[src/rtl/bp_be_dcache_data_mem_arbiter.sv]
// Per-cycle arbiter for the single-ported D$ data memory (LCE, load, write-buffer drain),
// with a saturating starvation counter for the wbuf head and a fence drain sequencer.
module bp_be_dcache_data_mem_arbiter #(
  parameter int starve_limit_p = 4
) (
  input  logic       clk_i,
  input  logic       reset_i,

  input  logic       lce_v_i,
  output logic       lce_yumi_o,

  input  logic       ld_v_i,
  output logic       ld_ready_o,
  output logic       ld_data_v_o,

  input  logic       wbuf_v_i,
  input  logic       wbuf_empty_i,
  output logic       wbuf_yumi_o,

  input  logic       fence_v_i,
  output logic       fence_done_o,

  output logic       data_mem_v_o,
  output logic [1:0] data_mem_src_o
);

  localparam logic [3:0] lp_starve_limit = 4'(starve_limit_p);

  localparam logic [1:0] lp_src_none = 2'd0;
  localparam logic [1:0] lp_src_lce  = 2'd1;
  localparam logic [1:0] lp_src_ld   = 2'd2;
  localparam logic [1:0] lp_src_wbuf = 2'd3;

  typedef enum logic [1:0] {
    e_run   = 2'd0,
    e_drain = 2'd1,
    e_done  = 2'd2
  } state_e;

  state_e     r_state;
  logic [3:0] r_starve;
  logic       r_ld_data_v;
  logic       r_fence_done;

  logic       w_starved;
  logic       w_ld_allowed;
  logic       w_lce_gnt;
  logic       w_ld_gnt;
  logic       w_wbuf_gnt;
  logic [3:0] w_starve_next;

  assign w_starved    = (r_starve == lp_starve_limit);
  // Loads are held off from the very cycle a fence is raised until the fence completes.
  assign w_ld_allowed = (r_state == e_run) & ~fence_v_i;

  // Grants are forced low while reset is asserted so outputs clear asynchronously.
  always_comb begin
    w_lce_gnt  = 1'b0;
    w_ld_gnt   = 1'b0;
    w_wbuf_gnt = 1'b0;
    if (!reset_i) begin
      if (lce_v_i) begin
        w_lce_gnt = 1'b1;
      end else if (wbuf_v_i && w_starved) begin
        w_wbuf_gnt = 1'b1;
      end else if (ld_v_i && w_ld_allowed) begin
        w_ld_gnt = 1'b1;
      end else if (wbuf_v_i) begin
        w_wbuf_gnt = 1'b1;
      end
    end
  end

  always_comb begin
    w_starve_next = 4'd0;
    if (w_wbuf_gnt) begin
      w_starve_next = 4'd0;
    end else if (wbuf_v_i) begin
      w_starve_next = (r_starve >= lp_starve_limit) ? lp_starve_limit : (r_starve + 4'd1);
    end
  end

  always_ff @(posedge clk_i or posedge reset_i) begin
    if (reset_i) begin
      r_state      <= e_run;
      r_starve     <= 4'd0;
      r_ld_data_v  <= 1'b0;
      r_fence_done <= 1'b0;
    end else begin
      r_starve     <= w_starve_next;
      r_ld_data_v  <= w_ld_gnt;
      r_fence_done <= 1'b0;
      case (r_state)
        e_run: begin
          if (fence_v_i) begin
            r_state <= e_drain;
          end
        end
        // A dropped fence_v_i does not abort the drain; only an empty buffer ends it.
        e_drain: begin
          if (wbuf_empty_i && !wbuf_v_i) begin
            r_state      <= e_done;
            r_fence_done <= 1'b1;
          end
        end
        e_done: begin
          r_state <= e_run;
        end
        default: begin
          r_state <= e_run;
        end
      endcase
    end
  end

  assign lce_yumi_o   = w_lce_gnt;
  assign ld_ready_o   = w_ld_gnt;
  assign wbuf_yumi_o  = w_wbuf_gnt;
  assign data_mem_v_o = w_lce_gnt | w_ld_gnt | w_wbuf_gnt;
  assign ld_data_v_o  = r_ld_data_v;
  assign fence_done_o = r_fence_done;

  always_comb begin
    data_mem_src_o = lp_src_none;
    if (w_lce_gnt) begin
      data_mem_src_o = lp_src_lce;
    end else if (w_ld_gnt) begin
      data_mem_src_o = lp_src_ld;
    end else if (w_wbuf_gnt) begin
      data_mem_src_o = lp_src_wbuf;
    end
  end

endmodule

[config.mk]
export PLATFORM = sky130hd
export DESIGN_NAME = bp_be_dcache_data_mem_arbiter
export DESIGN_NICKNAME = d
export VERILOG_FILES = /design/src/rtl/bp_be_dcache_data_mem_arbiter.sv
export SDC_FILE = /design/constraint.sdc
export NUM_CORES = 1
export LEC_CHECK = 0
export BUFFER_PORTS_ARGS = -buffer_cell sky130_fd_sc_hd__buf_4
export CAP_MARGIN = 20
export CORE_AREA = 2 2 39 41
export DETAILED_ROUTE_END_ITERATION = 12
export DIE_AREA = 0 0 41 43
export GPL_ROUTABILITY_DRIVEN = 0
export GPL_TIMING_DRIVEN = 0
export PLACE_DENSITY = 0.56
export SKIP_LAST_GASP = 1
export SLEW_MARGIN = 10
export SYNTH_ARGS = -nofsm -noshare
export SYNTH_HDL_FRONTEND = slang
export SYNTH_SLANG_ARGS = --single-unit
export TNS_END_PERCENT = 10
[constraint.sdc]
create_clock -name clk_i -period 1.31 [get_ports clk_i]
set_input_delay 0.0655 -clock clk_i [delete_from_list [all_inputs] [get_ports clk_i]]
set_output_delay 0.0655 -clock clk_i [all_outputs]
set_load 0.02 [all_outputs]
* After elaboration in Yosys (flattened, before gate mapping)
Cells that the tools add are included.
** Operators by class
- Add/sub/neg operators :: 1
- Order comparisons :: 1
- Eq/ne operators :: 4
- Mux-type cells :: 22
- Bitwise logic cells :: 4
- Reduce and logical (&&, ||, !) cells :: 6
** Operators by type and width (count)
- $mux 1 :: 13
- $mux 4 :: 3
- $mux 2 :: 5
- $add 4x1->4 const B :: 1
- $eq 4x3->1 const B :: 1
- $ge 4x3->1 const B :: 1
- $ne 2x2->1 const B :: 2
- $pmux 2 s2 :: 1
- $logic_and 1x1->1 :: 3
- $eq 2x1->1 const B :: 1
- $logic_not 2->1 :: 1
- $or 1x1->1 :: 2
- $reduce_and 2->1 :: 1
- $and 1x1->1 :: 1
- $logic_not 1->1 :: 1
- $not 1->1 :: 1
** Storage, ports and cells
- Flip-flop bits (word level) :: 8
- Output and inout bits :: 8
- Word-level logic and storage cells :: 42

* Depth between registers and ports, before layout
Gate-level depths: netlist of the first run.
- Depth in word-level cells :: 10
- Depth in mapped cells :: 5
- Gate-level depth less buffers :: 5

* Worst setup path after synthesis of the first run
Ideal clock, no wire load.
- Kind :: flip-flop to flip-flop
- Start :: register r_state[1]
- End :: register r_ld_data_v, in the netlist ld_data_v_o
- Library setup time :: 0.185 ns
- Arrival :: 1.409 ns
- Required time :: 1.125 ns
- Slack :: -0.283 ns
- Stages on the path, launching flop included :: 4
- Period minus slack after synthesis :: 1.593 ns
- Cell sequence :: dfrtp_1 -> nor4b_4 -> o31ai_2 -> nor3_1
** Between the ends
- Longest elaborated chain between the ends :: 7
** Ends and longest elaborated chain
- from (decl) :: line 40 : state_e r_state;
- from (signal assigned) :: line 85 : r_state <= e_run;
- from (signal assigned) :: line 96 : r_state <= e_drain;
- from (signal assigned) :: line 102 : r_state <= e_done;
- $logic_not 2->1 :: line 54 : assign w_ld_allowed = (r_state == e_run) & ~fence_v_i;
- $and 1x1->1 :: line 54
- $logic_and 1x1->1 :: line 66 : end else if (ld_v_i && w_ld_allowed) begin
- $mux 1 :: line 66
- $mux 1 :: line 64 : end else if (wbuf_v_i && w_starved) begin
- $mux 1 :: line 62 : if (lce_v_i) begin
- $mux 1 :: line 61 : if (!reset_i) begin
- net ld_ready_o :: line 13 : output logic ld_ready_o,
- to (signal assigned) :: line 91 : r_ld_data_v <= w_ld_gnt;
- to (decl) :: line 42 : logic r_ld_data_v;
The timed path passes the listed nets, and every way through them passes these cells.
A chain may end at the register's enable or synchronous reset.

* Worst setup path after layout of the first run
- Start :: register r_starve[0]
- End :: output wbuf_yumi_o
** Between the ends
- Longest elaborated chain between the ends :: 5
** Ends and longest elaborated chain
- from (decl) :: line 41 : logic [3:0] r_starve;
- from (signal assigned) :: line 90 : r_starve <= w_starve_next;
- $eq 4x3->1 :: line 52 : assign w_starved = (r_starve == lp_starve_limit);
- $logic_and 1x1->1 :: line 64
- $mux 1 :: line 64
- $mux 1 :: line 62
- $mux 1 :: line 61
- to (decl) :: line 18 : output logic wbuf_yumi_o,
Every way passes these cells.

==> flow_metrics.env, run 1 <==
export IMPL_path_clk_slew_ns=0.05
export IMPL_rows=14
export IMPL_synth_area_um2=414
export IMPL_criticalPathCategory="register to output pin"
export IMPL_finalClockSkew_ns=0.00201
export IMPL_drive_gt1_frac=0.411
export IMPL_drt_first_pass_iters=2
export IMPL_synth_most_common_cell="dfrtp_1"
export IMPL_synthDistinctLibCells=20
export IMPL_die_area_um2=1760
export IMPL_overflow=0
export IMPL_p_comb_frac=0.230
export IMPL_power_density_nw_per_um2=1010
export IMPL_synth_avg_cell_area_um2=11.2
export IMPL_dp_cells=66
export IMPL_p_seq_frac=0.467
export IMPL_hpwlAfterDp_um=635
export IMPL_violations="setup timing"
export IMPL_timing_final_hold_violations=0
export IMPL_synth_fp_nets=46
export IMPL_drc=0
export IMPL_switching_power_uw=165
export IMPL_h_tree_depth=1
export IMPL_p_clk_frac=0.303
export IMPL_synth_edf_count=0
export IMPL_ant_nets=0
export IMPL_grt_max_degree=10
export IMPL_stdcell_count=72
export IMPL_cp_start_kind="register"
export IMPL_synthCells=37
export IMPL_multiInputGateArea_um2=214
export IMPL_n_antenna_cell=0
export IMPL_ys_async_sr_fraction=1.00
export IMPL_p_int_uw=439
export IMPL_crit_fanout=4
export IMPL_yosys_area_top_type_share=0.483
export IMPL_io_buffers=13
export IMPL_synth_area_leaders="dfrtp_1, ha_1, nor4b_4"
export IMPL_fin_crit_sh=1.22
export IMPL_ys_top_cells_by_count="dfrtp_1, inv_1, nor2_1"
export IMPL_start_util=0.299
export IMPL_hp_class="primary input to register"
export IMPL_cts_root_buf="clkbuf_4"
export IMPL_numCtsBuffers=3
export IMPL_io_pins=15
export IMPL_drt_total_wl_um=815
export IMPL_timing_fmax_mhz=623
export IMPL_grt_first_pass_wirelength_um=1390
export IMPL_clkLatencyLatePin_ns=0.25
export IMPL_finalNetCount=67
export IMPL_cap_viol_max_count=0
export IMPL_min_period_ns=1.60
export IMPL_tns_ns=-1.15
export IMPL_antenna_found_initial=0
export IMPL_syn_to_final_growth_pct=44.7
export IMPL_routedWlPerCell_um=11.3
export IMPL_die_x_um=41
export IMPL_cp_required_ns=1.24
export IMPL_drv_slew=0
export IMPL_pre_cts_slack_ns=-0.160
export IMPL_hold_slack_ns=0.0189
export IMPL_num_vias=336
export IMPL_tritoncts="done"
export IMPL_grt_pass1_vias=328
export IMPL_ys_flop_type="dfrtp_1"
export IMPL_grt_usage=0.120
export IMPL_cellLeakagePower_nw=0.295
export IMPL_register_area_um2=200
export IMPL_setup_viol=5
export IMPL_fill_cells=137
export IMPL_status="complete, but fails checks"
export IMPL_setup_ws_ns=-0.294
export IMPL_ys_seq_elements=8
export IMPL_yosysWarnings=0
export IMPL_core_um2=1380
export IMPL_cts_sinks=8
export IMPL_die_y_um=43
export IMPL_ir_drop_v=0.000396
export IMPL_drt_iter0_markers=2
export IMPL_yosysTopAreaCell="dfrtp_1"
export IMPL_rsz0062_at_grt="true"
export IMPL_post_drt_via_cell_ratio=4.67
export IMPL_p_sw_frac=0.273
export IMPL_cts_buffer_depth=2
export IMPL_yosysSeqAreaShare=0.483
export IMPL_end_kind="output pin"
export IMPL_cp_arrival_ns=1.54
cells in the final DEF, fill, tap and decap left out, types with 2 or more instances in the layout:
cell type	count
buf_4	15
nor4bb_1	2
nor2_1	4
clkbuf_4	3
ha_1	2
inv_1	4
dfrtp_1	8
nor3_1	2
power groups by stage:
stage                     Clock [mW]  Sequential (mW)  Combinational (mW)
after floorplan                    0            0.290              0.0684
after global placement             0            0.289               0.119
after detailed placement           0            0.289               0.119
after CTS                      0.191            0.282               0.141
after global routing           0.198            0.286               0.154
final                          0.183            0.282               0.139
area by class of cell:
type	count	area share
clock buffer	3	0.0376
multi-input combinational	24	0.357
inverter	4	0.0251
sequential	8	0.334
timing repair buffer	16	0.205
tap	16	0.0334
buffer	1	0.00835
per-layer routing:
metal / vias up / part of all wire / global-route usage / wire (µm)
li1: 170 / - / - / -
met1: 150 / 0.48 / 0.151 / 388
met2: 14 / 0.43 / 0.172 / 347
met3: 2 / 0.087 / 0.0471 / 71
met4: 0 / 0.0098 / 0.0600 / 8
met5: - / 0 / 0 / 0
path summary, 6_finish.rpt:
kind	from	to	slack [ns]	cells past startpoint
worst min-delay path	lce_v_i	ld_data_v_o	0.02	2
worst max-delay path	r_starve[0]	wbuf_yumi_o	-0.29	6
max in group asynchronous	reset_i	r_starve[0]	0.65	3
worst min register to register	r_starve[0]	r_starve[0]	0.49	1
min in group asynchronous	reset_i	r_starve[3]	0.39	3
worst max register to register	r_state[0]	r_starve[1]	0.02	4
sequential cells by signal, indices dropped and copies added (netlist names):
register and count:
r_starve 4, ld_data_v_o 1, fence_done_o 1, r_state 2
critical path, cell delays in order (launching register included):
cell and delay, ns:
dfrtp_1 0.40, inv_1 0.07, ha_1 0.13, nand2_1 0.08, o31ai_4 0.27, and3_1 0.20
buf_4 0.13
stage by stage:
| stage | utilization | cell area [µm²] | total power [mW] |
|---|---|---|---|
| 2_1_floorplan | - | 425 | 0.358 |
| 3_3_place_gp | 0.392 | 543 | 0.408 |
| 3_5_place_dp | 0.392 | 543 | 0.408 |
| 4_1_cts | 0.433 | 599 | 0.613 |
| 5_1_grt | 0.433 | 599 | 0.638 |
| 6_report | 0.433 | 599 | 0.604 |
repair_timing:
action / 4_1_cts / 5_1_grt
hold endpoints to repair: 8 / 0
hold buffers: 1 / 0
setup endpoints to repair: 5 / 7
pin swaps: 1 / 0
setup buffers: 2 / 0
resized for setup: 1 / 0
kinds of logic after synthesis:
kind of cell,Yosys count,synth area share
adders and majority gates,2,0.0604
and+or+nand+nor,15,0.278
other,1,0.00905
buffers and inverters,5,0.0483
AOI/OAI and AO/OA,6,0.121
DFF,8,0.483
Power figures use the tool's default switching activity.
==> run 2: changes to the inputs <==
Settings changed: RECOVER_POWER set to 100.
==> run 2 against run 1 <==
Compared with the run above:
- the run still ends with setup timing left
- power decreased by 1.7%
- critical path depth unchanged
- first-iteration DRC count unchanged
- final cell count unchanged
- via count increased by 0.89%
- sequential share of layout area increased by 1.1 points
- clock-buffer cell count unchanged
- global-route usage unchanged
- highest routed layer unchanged
==> flow_metrics.env, run 2 (synthesized netlist as in run 1, its figures left out) <==
export IMPL_timing_final_hold_violations=0
export IMPL_ant_nets=0
export IMPL_power_uw=593
export IMPL_numCtsBuffers=3
export IMPL_rows=14
export IMPL_cts_root_buf="clkbuf_4"
export IMPL_io_pins=15
export IMPL_ir_drop_v=0.000392
export IMPL_min_period_ns=1.61
export IMPL_drv_slew=0
export IMPL_reg_top3="r_starve x4, r_state x2"
export IMPL_grt_max_degree=10
export IMPL_cts_sinks=8
export IMPL_placed_cell_area_um2=543
export IMPL_rsz0062_at_grt="true"
export IMPL_clkLatencyLatePin_ns=0.25
export IMPL_post_drt_via_cell_ratio=4.71
export IMPL_setup_viol=5
export IMPL_largest_reg_flops=4
export IMPL_path_clk_slew_ns=0.05
export IMPL_violations="setup timing"
export IMPL_cp_required_ns=1.24
export IMPL_hp_class="primary input to register"
export IMPL_drive_gt1_frac=0.321
export IMPL_mostFrequentLayoutCell="buf_4"
export IMPL_timing_fmax_mhz=623
export IMPL_layout_common_cells="buf_4, dfrtp_1, clkbuf_1, inv_1, nor2_1"
export IMPL_die_area_um2=1760
export IMPL_finalNetCount=67
export IMPL_cp_start_kind="register"
export IMPL_power_density_nw_per_um2=1020
export IMPL_drt_total_wl_um=819
export IMPL_h_tree_depth=1
export IMPL_tritoncts="done"
export IMPL_status="complete, but fails checks"
export IMPL_cp_arrival_ns=1.54
export IMPL_grt_usage=0.120
export IMPL_grt_first_pass_wirelength_um=1390
export IMPL_end_kind="output pin"
export IMPL_overflow=0
export IMPL_syn_to_final_growth_pct=40.2
export IMPL_drt_first_pass_iters=2
export IMPL_cellLeakagePower_nw=0.275
export IMPL_routedWlPerCell_um=11.4
export IMPL_cts_buffer_depth=2
export IMPL_fin_area_um2=581
export IMPL_num_vias=339
export IMPL_fin_crit_sh=1.23
export IMPL_drt_iter0_markers=2
export IMPL_criticalPathCategory="register to output pin"
export IMPL_antenna_found_initial=0
export IMPL_utilization=0.420
export IMPL_largest_register="r_starve"
export IMPL_die_y_um=43
export IMPL_n_antenna_cell=0
export IMPL_io_buffers=13
export IMPL_grt_pass1_vias=328
export IMPL_fill_cells=137
export IMPL_cap_viol_max_count=0
export IMPL_core_um2=1380
export IMPL_setup_ws_ns=-0.295
export IMPL_drc=0
export IMPL_hpwlAfterDp_um=635
export IMPL_die_x_um=41
export IMPL_crit_fanout=4
export IMPL_start_util=0.299
export IMPL_finalClockSkew_ns=0.00201
run 2: metal layers:
metal,share of wire,vias to the layer above,GRT usage
met5,0,-,0
met4,0.0098,0,0.0600
met3,0.094,2,0.0471
met2,0.44,14,0.172
met1,0.45,153,0.151
li1,-,170,-
run 2: worst max-delay path, cell delays in order, from the launching register on:
cell and delay, ns:
dfrtp_1 0.40, inv_1 0.07, ha_1 0.13, nand2_1 0.08
o31ai_4 0.27, a31o_1 0.20, buf_4 0.14
run 2: what timing repair did:
action,CTS,global route
buffers inserted,2,0
setup endpoints to repair,5,7
hold endpoints to repair,8,0
gates resized for setup,1,0
hold buffers,1,0
pin swaps,1,0
run 2: final timing paths:
path	start	end	slack, ns	cells after the start
min in group asynchronous	reset_i	ld_data_v_o	0.45	3
hold reg to reg	r_starve[0]	r_starve[0]	0.49	1
setup reg to reg	r_state[0]	r_starve[1]	0.01	4
setup / recovery	r_starve[0]	data_mem_src_o[0]	-0.30	6
hold / removal	lce_v_i	ld_data_v_o	0.02	2
max in group asynchronous	reset_i	fence_done_o	0.59	3
run 2: layout make-up:
type	count	area, µm²	share of cell area
multi-input cells	24	214	0.369
flip-flops and latches	8	200	0.345
repair buffers	16	104	0.179
clock buffers	3	22.5	0.0388
well taps	16	20.0	0.0345
inverters	4	15.0	0.0259
plain buffers	1	5.00	0.00862
run 2: through the flow:
step	instances	hold WS [ns]	setup WS, ns	TNS (ns)
after floorplan	37	-0.111	-0.0280	-0.0386
after global placement	66	0.0960	-0.158	-0.364
after detailed placement	66	0.0958	-0.160	-0.396
after CTS	72	0.0134	-0.307	-1.24
after global routing	72	0.0188	-0.388	-1.80
final	72	0.0186	-0.295	-1.15
run 2: report_power, final:
part | internal, mW | switching (mW) | total (mW)
Combinational | 0.0590 | 0.0698 | 0.129
Clock | 0.104 | 0.0784 | 0.183
Sequential | 0.265 | 0.0163 | 0.282
Total | 0.429 | 0.165 | 0.593
==> run 3: changes to the inputs <==
Settings changed: BUFFER_PORTS_ARGS -buffer_cell sky130_fd_sc_hd__buf_4 to -buffer_cell sky130_fd_sc_hd__buf_2.
==> run 3 against run 2 <==
Compared with the run above:
- the run still ends with setup timing left
- worst hold slack improved by 0.011 ns
- routed wire length rose by 5.6%
- die area did not move
- via count rose by 4.7%
- global-route usage rose by 0.83 points
- first-iteration DRC count rose to 4.5 times the previous value
- clock power barely moved
- final cell count rose by 1.4%
- power rose by 0.67%
- critical path type unchanged
- non-clock buffer count rose by 1
==> flow_metrics.env, run 3 (synthesized netlist as in run 1, its figures left out) <==
export IMPL_dp_cells=66
export IMPL_die_y_um=43
export IMPL_r2r_start="r_state[0]"
export IMPL_hpwlAfterDp_um=618
export IMPL_slowest_stage="dfrtp_2"
export IMPL_min_from="wbuf_empty_i"
export IMPL_status="complete, but fails checks"
export IMPL_drt_total_wl_um=865
export IMPL_cp_top_family="flip-flops"
export IMPL_fin_crit_sh=1.20
export IMPL_n_antenna_cell=0
export IMPL_slowest_delay_ns=0.42
export IMPL_syn_to_final_growth_pct=40.2
export IMPL_largest_reg_flops=4
export IMPL_cp_start_kind="register"
export IMPL_hp_class="primary input to register"
export IMPL_grt_pass1_vias=367
export IMPL_timing_final_hold_violations=0
export IMPL_cellLeakagePower_nw=0.283
export IMPL_finalNetCount=68
export IMPL_path_buf_inv=1
export IMPL_cts_root_buf="clkbuf_4"
export IMPL_tritoncts="done"
export IMPL_criticalPathCategory="register to output pin"
export IMPL_overflow=0
export IMPL_numCtsBuffers=3
export IMPL_drt_first_pass_iters=4
export IMPL_drc=0
export IMPL_drt_iter0_markers=9
export IMPL_cts_buffer_depth=2
export IMPL_min_period_ns=1.57
export IMPL_crit_start="r_state[0]"
export IMPL_mostFrequentLayoutCell="buf_2"
export IMPL_die_x_um=41
export IMPL_io_buffers=13
export IMPL_power_density_nw_per_um2=1030
export IMPL_cts_sinks=8
export IMPL_routedWlPerCell_um=11.8
export IMPL_cp_arrival_ns=1.50
export IMPL_ant_nets=0
export IMPL_rows=14
export IMPL_path_clk_slew_ns=0.05
export IMPL_drive_gt1_frac=0.386
export IMPL_crit_fanout=4
export IMPL_clkLatencyLatePin_ns=0.25
export IMPL_die_area_um2=1760
export IMPL_grt_usage=0.128
export IMPL_setup_ws_ns=-0.259
export IMPL_io_pins=15
export IMPL_cp_required_ns=1.24
export IMPL_tns_ns=-1.15
export IMPL_ir_drop_v=0.000425
export IMPL_finalClockSkew_ns=0.00737
export IMPL_start_util=0.299
export IMPL_crit_chain="nor4b_4 > o31ai_4 > a31o_1 > buf_4"
export IMPL_timing_fmax_mhz=637
export IMPL_post_drt_via_cell_ratio=4.86
export IMPL_reg_top3="r_starve x4, r_state x2"
export IMPL_layout_common_cells="buf_2, dfrtp_1, inv_1, nor2_1, buf_4"
export IMPL_largest_register="r_starve"
export IMPL_violations="setup timing"
export IMPL_antenna_found_initial=0
export IMPL_grt_first_pass_wirelength_um=1490
export IMPL_num_vias=355
export IMPL_stdcell_count=73
export IMPL_cap_viol_max_count=0
export IMPL_rsz0062_at_grt="true"
export IMPL_drv_slew=0
export IMPL_h_tree_depth=1
export IMPL_setup_viol=5
export IMPL_core_um2=1380
export IMPL_grt_max_degree=10
export IMPL_end_kind="output pin"
export IMPL_utilization=0.420
## run 3: cell types whose count changed in the layout (fill, tap and decap cells not counted)
cell,before,now
dfrtp_2,0,1
buf_2,0,8
buf_6,0,1
buf_4,10,4
dfrtp_1,8,7
clkbuf_1,5,3
## run 3: path summary, 6_finish.rpt
check | endpoint | slack [ns] | depth (start not counted)
max in group asynchronous | r_state[0] | 0.62 | 3
worst min register to register | r_starve[0] | 0.53 | 2
worst max-delay path | data_mem_src_o[0] | -0.26 | 4
worst max register to register | r_starve[1] | 0 | 4
worst min-delay path | r_state[0] | 0.03 | 2
min in group asynchronous | r_state[1] | 0.40 | 3
## run 3: power by group
group,switching (mW),internal (mW)
Clock,0.0769,0.104
Combinational,0.0719,0.0616
Sequential,0.0160,0.266
Total,0.165,0.432
## run 3: area by class of cell
cell class                      count  area (µm²)
Fill cell                         146         803
Multi-Input combinational cell     24         214
Sequential cell                     8         201
Timing Repair Buffer               17         103
Clock buffer                        3        22.5
Tap cell                           16        20.0
Inverter                            4        15.0
Buffer                              1        5.00
## run 3: metrics by stage
step | hold WS, ns | worst slack, ns | power, mW | instance area [µm²]
after CTS | 0.0275 | -0.305 | 0.606 | 587
final | 0.0299 | -0.259 | 0.597 | 581
after detailed placement | 0.101 | -0.156 | 0.396 | 510
after global placement | 0.110 | -0.156 | 0.395 | 510
after floorplan | -0.111 | -0.0280 | 0.358 | 425
after global routing | 0.0472 | -0.362 | 0.634 | 581
## run 3: per-layer routing
| metal | share of wire | global-route usage |
|---|---|---|
| met1 | 0.41 | 0.144 |
| met2 | 0.50 | 0.203 |
| met3 | 0.077 | 0.0314 |
| met4 | 0.0092 | 0.0800 |
| met5 | 0 | 0 |
## run 3: worst reg2reg max path, cell delays in order, from the launching register on
cell	delay [ns]
dfrtp_2	0.42
nor4b_4	0.33
buf_4	0.18
nor3_1	0.06
and4b_1	0.24
## run 3: what timing repair did
item / 4_1_cts / 5_1_grt
pin swaps: 4 / 1
buffers inserted: 3 / 0
setup endpoints to repair: 6 / 7
gates resized for setup: 6 / 0
hold buffers: 1 / 0
endpoints found under the hold margin: 8 / 0
